### src/rtl/seg_bus_sequencer.sv
// Multi-byte memory operand sequencer: turns one 1/2/4-byte read or write at
// segment:offset into 8- or 16-bit bus beats and assembles a little-endian
// result. Offsets wrap inside the segment; physical addresses wrap at PHYS_W.
module seg_bus_sequencer #(
    parameter int BUS_W  = 8,
    parameter int PHYS_W = 20
) (
    input  logic                 clock,
    input  logic                 reset_n,
    input  logic                 req,
    input  logic                 we,
    input  logic [1:0]           size,
    input  logic [15:0]          seg,
    input  logic [15:0]          off,
    input  logic [31:0]          wdata,
    output logic [31:0]          rdata,
    output logic                 busy,
    output logic                 done,
    output logic [PHYS_W-1:0]    address,
    output logic [BUS_W/8-1:0]   be,
    output logic [BUS_W-1:0]     out,
    input  logic [BUS_W-1:0]     data,
    output logic                 wren
);

    localparam int LANES = BUS_W / 8;

    typedef enum logic [1:0] {
        IDLE     = 2'd0,
        RD_ISSUE = 2'd1,
        RD_CAP   = 2'd2,
        WR       = 2'd3
    } state_t;

    state_t              state, state_nxt;
    logic [15:0]         seg_q, seg_nxt;
    logic [15:0]         cur, cur_nxt;
    logic [2:0]          k, k_nxt;
    logic [2:0]          n, n_nxt;
    logic [31:0]         wdata_q, wdata_nxt;
    logic [31:0]         rdata_nxt;
    logic                busy_nxt, done_nxt, wren_nxt;
    logic [PHYS_W-1:0]   address_nxt;
    logic [LANES-1:0]    be_nxt;
    logic [BUS_W-1:0]    out_nxt;

    logic [2:0]          step;
    logic [15:0]         cur_adv;
    logic [2:0]          k_adv;
    logic [2:0]          n_new;

    // Real-mode physical address, truncated to the bus address width.
    function automatic logic [PHYS_W-1:0] phys(input logic [15:0] s, input logic [15:0] c);
        logic [31:0] sum;
        sum = {12'b0, s, 4'b0} + {16'b0, c};
        return sum[PHYS_W-1:0];
    endfunction

    // A beat is a full 16-bit word only when aligned and at least two bytes remain.
    function automatic logic beat_two(input logic [15:0] c, input logic [2:0] kk,
                                      input logic [2:0] nn);
        logic [2:0] rem;
        rem = nn - kk;
        return (LANES == 2) && !c[0] && (rem >= 3'd2);
    endfunction

    function automatic logic [LANES-1:0] beat_be(input logic [15:0] c, input logic [2:0] kk,
                                                 input logic [2:0] nn);
        logic [LANES-1:0] b;
        logic             two;
        two = beat_two(c, kk, nn);
        for (int l = 0; l < LANES; l++) begin
            b[l] = two || (LANES == 1) || (l[0] == c[0]);
        end
        return b;
    endfunction

    // Operand byte carried on lane l of the current beat.
    function automatic logic [2:0] lane_idx(input int l, input logic two, input logic [2:0] kk);
        return two ? kk + 3'(l) : kk;
    endfunction

    function automatic logic [BUS_W-1:0] beat_out(input logic [31:0] wd, input logic [15:0] c,
                                                  input logic [2:0] kk, input logic [2:0] nn);
        logic [BUS_W-1:0] o;
        logic [LANES-1:0] b;
        logic [31:0]      sh;
        logic             two;
        o   = '0;
        b   = beat_be(c, kk, nn);
        two = beat_two(c, kk, nn);
        for (int l = 0; l < LANES; l++) begin
            sh = wd >> {lane_idx(l, two, kk), 3'b000};
            if (b[l]) o[8*l +: 8] = sh[7:0];
        end
        return o;
    endfunction

    function automatic logic [31:0] beat_capture(input logic [BUS_W-1:0] d, input logic [15:0] c,
                                                 input logic [2:0] kk, input logic [2:0] nn);
        logic [31:0]      r;
        logic [LANES-1:0] b;
        logic             two;
        r   = '0;
        b   = beat_be(c, kk, nn);
        two = beat_two(c, kk, nn);
        for (int l = 0; l < LANES; l++) begin
            if (b[l]) r = r | ({24'b0, d[8*l +: 8]} << {lane_idx(l, two, kk), 3'b000});
        end
        return r;
    endfunction

    assign step    = beat_two(cur, k, n) ? 3'd2 : 3'd1;
    assign cur_adv = cur + {13'b0, step};
    assign k_adv   = k + step;
    assign n_new   = (size == 2'd0) ? 3'd1 : (size == 2'd1) ? 3'd2 : 3'd4;

    // Next-state and next-output logic; every output is registered below.
    always_comb begin
        state_nxt   = state;
        seg_nxt     = seg_q;
        cur_nxt     = cur;
        k_nxt       = k;
        n_nxt       = n;
        wdata_nxt   = wdata_q;
        rdata_nxt   = rdata;
        busy_nxt    = busy;
        done_nxt    = 1'b0;
        wren_nxt    = wren;
        address_nxt = address;
        be_nxt      = be;
        out_nxt     = out;
        case (state)
            IDLE: begin
                if (req) begin
                    seg_nxt     = seg;
                    cur_nxt     = off;
                    k_nxt       = 3'd0;
                    n_nxt       = n_new;
                    wdata_nxt   = wdata;
                    rdata_nxt   = '0;
                    busy_nxt    = 1'b1;
                    address_nxt = phys(seg, off);
                    be_nxt      = beat_be(off, 3'd0, n_new);
                    if (we) begin
                        state_nxt = WR;
                        out_nxt   = beat_out(wdata, off, 3'd0, n_new);
                        wren_nxt  = 1'b1;
                    end else begin
                        state_nxt = RD_ISSUE;
                        out_nxt   = '0;
                        wren_nxt  = 1'b0;
                    end
                end
            end
            RD_ISSUE: begin
                state_nxt = RD_CAP;
            end
            RD_CAP: begin
                rdata_nxt = rdata | beat_capture(data, cur, k, n);
                cur_nxt   = cur_adv;
                k_nxt     = k_adv;
                if (k_adv >= n) begin
                    state_nxt = IDLE;
                    done_nxt  = 1'b1;
                    busy_nxt  = 1'b0;
                    be_nxt    = '0;
                end else begin
                    state_nxt   = RD_ISSUE;
                    address_nxt = phys(seg_q, cur_adv);
                    be_nxt      = beat_be(cur_adv, k_adv, n);
                end
            end
            WR: begin
                cur_nxt = cur_adv;
                k_nxt   = k_adv;
                if (k_adv >= n) begin
                    state_nxt = IDLE;
                    done_nxt  = 1'b1;
                    busy_nxt  = 1'b0;
                    wren_nxt  = 1'b0;
                    be_nxt    = '0;
                    out_nxt   = '0;
                end else begin
                    address_nxt = phys(seg_q, cur_adv);
                    be_nxt      = beat_be(cur_adv, k_adv, n);
                    out_nxt     = beat_out(wdata_q, cur_adv, k_adv, n);
                end
            end
            default: begin
                state_nxt = IDLE;
            end
        endcase
    end

    // State and output registers; reset aborts any transfer immediately.
    always_ff @(posedge clock or negedge reset_n) begin
        if (!reset_n) begin
            state   <= IDLE;
            seg_q   <= '0;
            cur     <= '0;
            k       <= '0;
            n       <= '0;
            wdata_q <= '0;
            rdata   <= '0;
            busy    <= 1'b0;
            done    <= 1'b0;
            wren    <= 1'b0;
            address <= '0;
            be      <= '0;
            out     <= '0;
        end else begin
            state   <= state_nxt;
            seg_q   <= seg_nxt;
            cur     <= cur_nxt;
            k       <= k_nxt;
            n       <= n_nxt;
            wdata_q <= wdata_nxt;
            rdata   <= rdata_nxt;
            busy    <= busy_nxt;
            done    <= done_nxt;
            wren    <= wren_nxt;
            address <= address_nxt;
            be      <= be_nxt;
            out     <= out_nxt;
        end
    end

endmodule
### config.mk
export PLATFORM = sky130hd
export DESIGN_NAME = seg_bus_sequencer
export DESIGN_NICKNAME = d
export VERILOG_FILES = /design/src/rtl/seg_bus_sequencer.sv
export SDC_FILE = /design/constraint.sdc
export NUM_CORES = 1
export LEC_CHECK = 0
export ABC_CLOCK_PERIOD_IN_PS = 8100
export BUFFER_PORTS_ARGS = -buffer_cell sky130_fd_sc_hd__buf_4
export CORE_ASPECT_RATIO = 1.1
export CORE_UTILIZATION = 50
export CTS_CLUSTER_DIAMETER = 80
export DETAILED_ROUTE_END_ITERATION = 16
export PLACE_DENSITY = 0.73
export RECOVER_POWER = 25
export SLEW_MARGIN = 20
export SYNTH_ARGS = -nofsm -noshare
export SYNTH_HDL_FRONTEND = slang
export SYNTH_SLANG_ARGS = --single-unit
export TNS_END_PERCENT = 1
### constraint.sdc
create_clock -name clock -period 8.1 [get_ports clock]
set_input_delay 1.215 -clock clock [delete_from_list [all_inputs] [get_ports clock]]
set_output_delay 1.215 -clock clock [all_outputs]
set_load 0.05 [all_outputs]
==> results of run 1 <==
-- final cells by class --
class,instances,area (sq um),area share (%)
clock buffer,17,425,4.72
clock inverter,15,179,1.98
inverter,18,68.8,0.763
multi-input combinational,620,3630,40.2
sequential,136,3400,37.8
tap,188,235,2.61
timing repair buffer,144,1080,11.9
-- logic make-up (layout without fill, tap and decap cells) --
kind of cell	count (synthesis)	in the layout	share of synthesized area [%]
and+or+nand+nor	365	365	21.5
DFF	136	136	47.0
adders and majority gates	33	33	5.90
xor gates and xnor gates	29	29	3.71
buffers and inverters	54	194	3.23
AOI/OAI and AO/OA	174	174	14.7
muxes	19	19	4.02
-- cells in the mapped netlist (all sizes together) (5+ instances only) --
cell / number
nand4: 7
inv: 17
clkbuf: 14
dfrtp: 136
a31oi: 21
nand3: 11
nand2b: 14
nor2: 87
mux2i: 10
nand2: 211
and3: 7
a21o: 9
a211oi: 9
o21ai: 39
or3: 5
xnor2: 20
a21oi: 67
ha: 31
mux4: 8
buf: 22
xor2: 9
-- worst max-delay path by stage --
stage / startpoint / end / slack, ns / cells past startpoint
after global routing: reset_n / wdata_q[23] / 2.27 / 1
after floorplan: cur[0] / address[18] / 5.19 / 14
final: reset_n / rdata[2] / 3.28 / 2
after detailed placement: req / out[7] / 3.91 / 5
after global placement: req / out[7] / 3.96 / 5
after CTS: req / out[4] / 4.36 / 6
-- metal layers --
layer / vias to the layer above / part of all wire (%) / global-route usage (%)
met2: 213 / 47 / 42.1
met5: - / 0 / 0
li1: 3015 / - / -
met1: 2931 / 44 / 34.1
met3: 27 / 7.2 / 7.90
met4: 0 / 2.0 / 8.56
-- cell usage in the layout (no fill, tap or decap), types with 5 or more instances in the layout --
master and instances:
inv_1 16, buf_4 142, a21oi_1 67, nor2_1 85, nand3_1 11, or3_1 5, dfrtp_1 136, mux4_2 8
ha_1 31, xnor2_1 20, xor2_1 7, nand4_1 7, a21o_1 9, o21ai_0 36, a211oi_1 8, nand2_1 210
nand2b_1 14, clkbuf_16 17, mux2i_1 10, a31oi_1 21
-- flip-flops by register name, summed over array words and instances, names as in the netlist --
| name | flops |
|---|---|
| address | 20 |
| be | 1 |
| busy | 1 |
| cur | 16 |
| done | 1 |
| k | 3 |
| n | 3 |
| out | 8 |
| rdata | 32 |
| seg_q | 16 |
| state | 2 |
| wdata_q | 32 |
| wren | 1 |
-- per-stage QoR --
stage	hold WS (ns)	area (sq um)	util, %
2_1_floorplan	0.440	7250	-
3_3_place_gp	0.455	8420	60.3
3_5_place_dp	0.459	8420	60.3
4_1_cts	0.477	9020	64.6
5_1_grt	0.500	9010	64.6
6_report	0.476	9010	64.6
-- worst min-delay path, cell delays in order, from the launching register on --
cell	delay, ns
dfrtp_1	0.34
nand2_1	0.05
nand2_1	0.06
-- power by group --
group	total [W]	leakage (nW)	internal [W]	switching (W)
combinational	0.00224	2.43	0.000792	0.00145
clock	0.000794	0.285	0.000484	0.000309
sequential	0.00123	1.69	0.00100	0.000230
total	0.00427	4.41	0.00228	0.00199
==> key figures, run 1 <==
Placed design
  – Placer Congestion: 0.894
  – Post-place setup slack: 3.91 ns
  – Final HPWL DP: 12500 microns
  – Port Buf Inserts: 141
  – Placed cells: 1106

Yosys
  – Post-Syn Nets: 921
  – Mapped Area: 7250 sq um
  – YS warnings: 0
  – Synth top area share: 47.0%
  – Synth Area per Inst: 8.95 sq um
  – Top cells by area in the synthesized netlist: dfrtp_1, nand2_1, ha_1
  – Largest area contributor in the netlist: dfrtp_1
  – Number of enable flip-flop cells after synthesis: 0
  – FF+latch count, synth: 136
  – Seq/Total Area, Yosys: 47.0%
  – FFs w/ async S/R, synth: 100%
  – Post-Synthesis Cells: 810
  – Synth Flop Type: dfrtp_1
  – Synth unique cells: 61

Timing
  – Measured slew at the worst slew-check pin: 4.40 ns
  – Number of setup violations in the final report: 0
  – Worst setup slack after layout: 3.28 ns
  – Tcrit/Tclk final: 59.6%
  – Fmax: 0.207 GHz
  – Final Hold Vio Count: 0
  – Clock Skew: 0.00717 ns
  – Max-slew violations: 103
  – RSZ-0062 raised after global routing: false
  – Min Tclk post-route: 4.82 ns
  – Final setup TNS: 0 ns
  – Worst slew margin: -193%

Finish
  – Post-route insts no fill: 1138
  – Final #Nets: 1048
  – P&R area growth vs syn: 24.4%
  – Antenna cell count: 0
  – FILL cells: 1228
  – Share of layout cells above drive strength 1: 21.5%

Clocking
  – H-tree depth: 4
  – Post_cts resized: 0
  – Clock buffer depth: 2
  – Hold-fix buffers at CTS: 0
  – Clock transition at path regs: 0.06 ns
  – CTS Buf Count: 17
  – Clock sink total: 136
  – TritonCTS clock tree: built
  – Worst-skew pair later-pin latency: 0.42 ns
  – Post-CTS Setup Inserts: 0
  – CTS root buf: clkbuf_16

Setup path
  – Crit Path Category: in -> async
  – Worst path buffer plus inverter count: 2
  – CP startpoint kind: input port
  – RR Endpoint: out[4]
  – Crit-path max cell delay: 3.04 ns
  – R2R Path Start: state[0]
  – CP arrival: 5.30 ns
  – Worst path slowest cell: clkbuf_1
  – R2r setup slk: 4.54 ns
  – Critical path cell sequence: clkbuf_1 -> buf_4
  – Family with the most delay on the worst path: buffers and inverters
  – Required @ worst endpoint: 8.58 ns
  – Worst-path maximum fanout: 81
  – Crit end category: async pin
  – Reg2reg path depth: 5

Floorplan
  – Die width: 117 microns
  – Die Y: 128 microns
  – Die area: 15000 sq um
  – Starting Density: 51.9%
  – Rows: 45
  – I/O pins: 142
  – Core area: 14000 sq um

Pwr
  – Final Power: 0.00427 W
  – Max VDD drop: 256 uV
  – Leakage: 4.41 nW
  – P per Cell Area: 474 nW/um^2

Hold path
  – Hold path startpoint: wdata_q[29]
  – Hold WC Path Type: reg -> reg
  – Worst Hold Endpoint: wdata_q[29]
  – Worst hold stages: 2

Global route
  – Vias in the first global route: 6129
  – Gr ovfl total: 0
  – Initial antenna violation count: 0
  – Total Routing Usage GR: 26.3%
  – Pin count of the biggest net entering global routing: 88
  – Global-route wire length before repair: 30100 microns

Route
  – DRT Pass-1 Iters: 6
  – Drt wl/cell: 16.1 microns
  – DRC errors left: 0
  – Post-route ant nets: 0
  – WL final: 18300 microns
  – Via count: 6186
  – DR vias/cell: 5.44
  – Starting DRT DRC Count: 490

Run status
  – Failing checks: capacitance limit, slew limit
  – Status: finished, violations left

Flow run
  – Max-capacitance violation count: 2
No activity file was read; power rests on OpenSTA's default activity.
==> run 2, diff against run 1 <==
ABC_CLOCK_PERIOD_IN_PS = 4650   (was 8100)
clock period = 4.65 ns   (was 8.1 ns; I/O delays follow)
==> run 2 against run 1 <==
- the run still ends with capacitance limit, slew limit left
- flip-flop and latch count did not move
- critical path depth is 5 higher
- global-route usage decreased by 0.69 points
- first-iteration DRC count fell by 30%
- via count fell by 0.92%
- cell area rose by 0.22%
- final cell count grew 0.18%
- die area unchanged
- power up 74%
- sequential share of layout area shrank 0.084 points
- clock skew is 0.0021 ns lower
- critical endpoint is now address[12]
- largest cell class unchanged
==> key figures, run 2 (synthesis gave the netlist of run 1 again) <==
Global route
  – Gr ovfl total: 0
  – Total Routing Usage GR: 25.6%
  – Initial antenna violation count: 0
  – Vias in the first global route: 5884
  – Pin count of the biggest net entering global routing: 106
  – Global-route wire length before repair: 29000 microns

Timing
  – Min Tclk post-route: 3.27 ns
  – RSZ-0062 raised after global routing: false
  – Worst slew margin: -70.3%
  – Fmax: 0.305 GHz
  – Worst setup slack after layout: 1.38 ns
  – Tcrit/Tclk final: 70.4%
  – Number of setup violations in the final report: 0
  – Clock Skew: 0.00512 ns
  – Measured slew at the worst slew-check pin: 2.55 ns
  – Max-slew violations: 106
  – Final Hold Vio Count: 0
  – Final setup TNS: 0 ns

Finish
  – Post-route insts no fill: 1140
  – Largest regs: rdata x32, wdata_q x32, address x20
  – Share of layout cells above drive strength 1: 21.8%
  – P&R area growth vs syn: 24.7%
  – Commonest non-fill, non-tap cell in the layout: nand2_1
  – Antenna cell count: 0
  – Final #Nets: 1050
  – Post-route cell area: 9030 sq um
  – Most frequent cells in the layout: nand2_1, buf_4, dfrtp_1

Route
  – Drt wl/cell: 15.8 microns
  – Post-route ant nets: 0
  – DR vias/cell: 5.38
  – Via count: 6129
  – Starting DRT DRC Count: 345
  – WL final: 18000 microns
  – DRC errors left: 0
  – DRT Pass-1 Iters: 5

Setup path
  – Family with the most delay on the worst path: adder cells
  – Worst-path maximum fanout: 22
  – Worst path slowest cell: dfrtp_1
  – R2r setup slk: 1.38 ns
  – Reg2reg path depth: 7
  – Crit end category: flip-flop
  – CP arrival: 3.60 ns
  – Crit-path max cell delay: 0.74 ns
  – Crit Path Category: reg -> reg
  – CP startpoint kind: flip-flop
  – RR Endpoint: address[12]
  – Worst path buffer plus inverter count: 1
  – Worst setup path end: address[12]
  – R2R Path Start: k[0]
  – Most used cell, CP: ha_1
  – Required @ worst endpoint: 4.98 ns
  – Critical path cell sequence: ha_1 -> ha_1 -> a21o_1 -> a211oi_4 -> nor2_2 -> clkinv_2 -> a311oi_1
  – CP Launch Point: k[0]
  – WP depth: 7

Clocking
  – Clock sink total: 136
  – Clock transition at path regs: 0.06 ns
  – TritonCTS clock tree: built
  – Post_cts resized: 0
  – H-tree depth: 4
  – Worst-skew pair later-pin latency: 0.42 ns
  – Hold-fix buffers at CTS: 0
  – Post-CTS Setup Inserts: 0
  – CTS Buf Count: 17
  – Clock buffer depth: 2
  – CTS root buf: clkbuf_16

Placed design
  – Post-place setup slack: 1.34 ns
  – Placed cells: 1108
  – Port Buf Inserts: 141
  – Final HPWL DP: 12600 microns
  – Placer Congestion: 0.943
  – Placed cell area: 8430 sq um

Pwr
  – Max VDD drop: 470 uV
  – P per Cell Area: 821 nW/um^2
  – Psw: 0.00342 W
  – Clk pwr share: 18.5%
  – Sw Share: 46.1%
  – Leakage: 4.43 nW
  – Comb pwr share: 52.4%
  – Final Power: 0.00741 W
  – P_int: 0.00400 W
  – Reg power frac: 29.0%

Floorplan
  – Core area: 14000 sq um
  – I/O pins: 142
  – Starting Density: 51.9%
  – Die width: 117 microns
  – Die area: 15000 sq um
  – Rows: 45
  – Die Y: 128 microns

Run status
  – Failing checks: capacitance limit, slew limit
  – Status: finished, violations left

Hold path
  – Worst hold stages: 3
  – Hold WC Path Type: in -> reg

Flow run
  – Max-capacitance violation count: 1
-- run 2: cell types whose count changed in the layout (fill, tap and decap cells not counted), sizes merged --
cell	previous run	this run
clkinvlp	4	3
clkinv	8	7
clkbuf	19	21
inv	18	17
buf	142	145
-- run 2: worst min path at each step --
stage / startpoint / to / slack (ns)
after floorplan: reset_n / address[0] / 0.40
after global placement: wdata_q[1] / wdata_q[1] / 0.46
after detailed placement: wdata_q[5] / wdata_q[5] / 0.46
after CTS: reset_n / address[15] / 0.42
after global routing: size[0] / n[0] / 0.45
final: wdata[27] / wdata_q[27] / 0.46
-- run 2: per-layer routing --
metal / wire, microns / up-vias / part of all wire, % / GRT usage, %
li1: - / 3019 / - / -
met1: 7980 / 2885 / 44 / 33.4
met2: 8470 / 197 / 47 / 40.6
met3: 1170 / 28 / 6.5 / 7.57
met4: 367 / 0 / 2.0 / 8.86
met5: 0 / - / 0 / 0
-- run 2: power by group through the flow --
stage	Combinational, W	Clock (W)	Sequential (W)
2_1_floorplan	0.00213	0	0.00288
3_3_place_gp	0.00382	0	0.00215
3_5_place_dp	0.00389	0	0.00216
4_1_cts	0.00391	0.00140	0.00215
5_1_grt	0.00425	0.00145	0.00222
6_report	0.00389	0.00137	0.00215
-- run 2: layout make-up --
class | count | area [sq um]
fillers | 1218 | 4930
multi-input cells | 620 | 3630
flip-flops and latches | 136 | 3400
repair buffers | 146 | 1090
clock buffers | 20 | 457
well taps | 188 | 235
clock inverters | 12 | 150
inverters | 18 | 68.8
-- run 2: per-stage QoR --
step,hold slack [ns],utilization [%]
after global routing,0.452,64.7
after detailed placement,0.465,60.4
after floorplan,0.402,-
final,0.461,64.7
after global placement,0.455,60.4
after CTS,0.422,64.7
-- run 2: worst min-delay path, cell delays in order --
cell,delay [ns]
buf_4,0.07
nand2_1,0.04
nand2_1,0.04
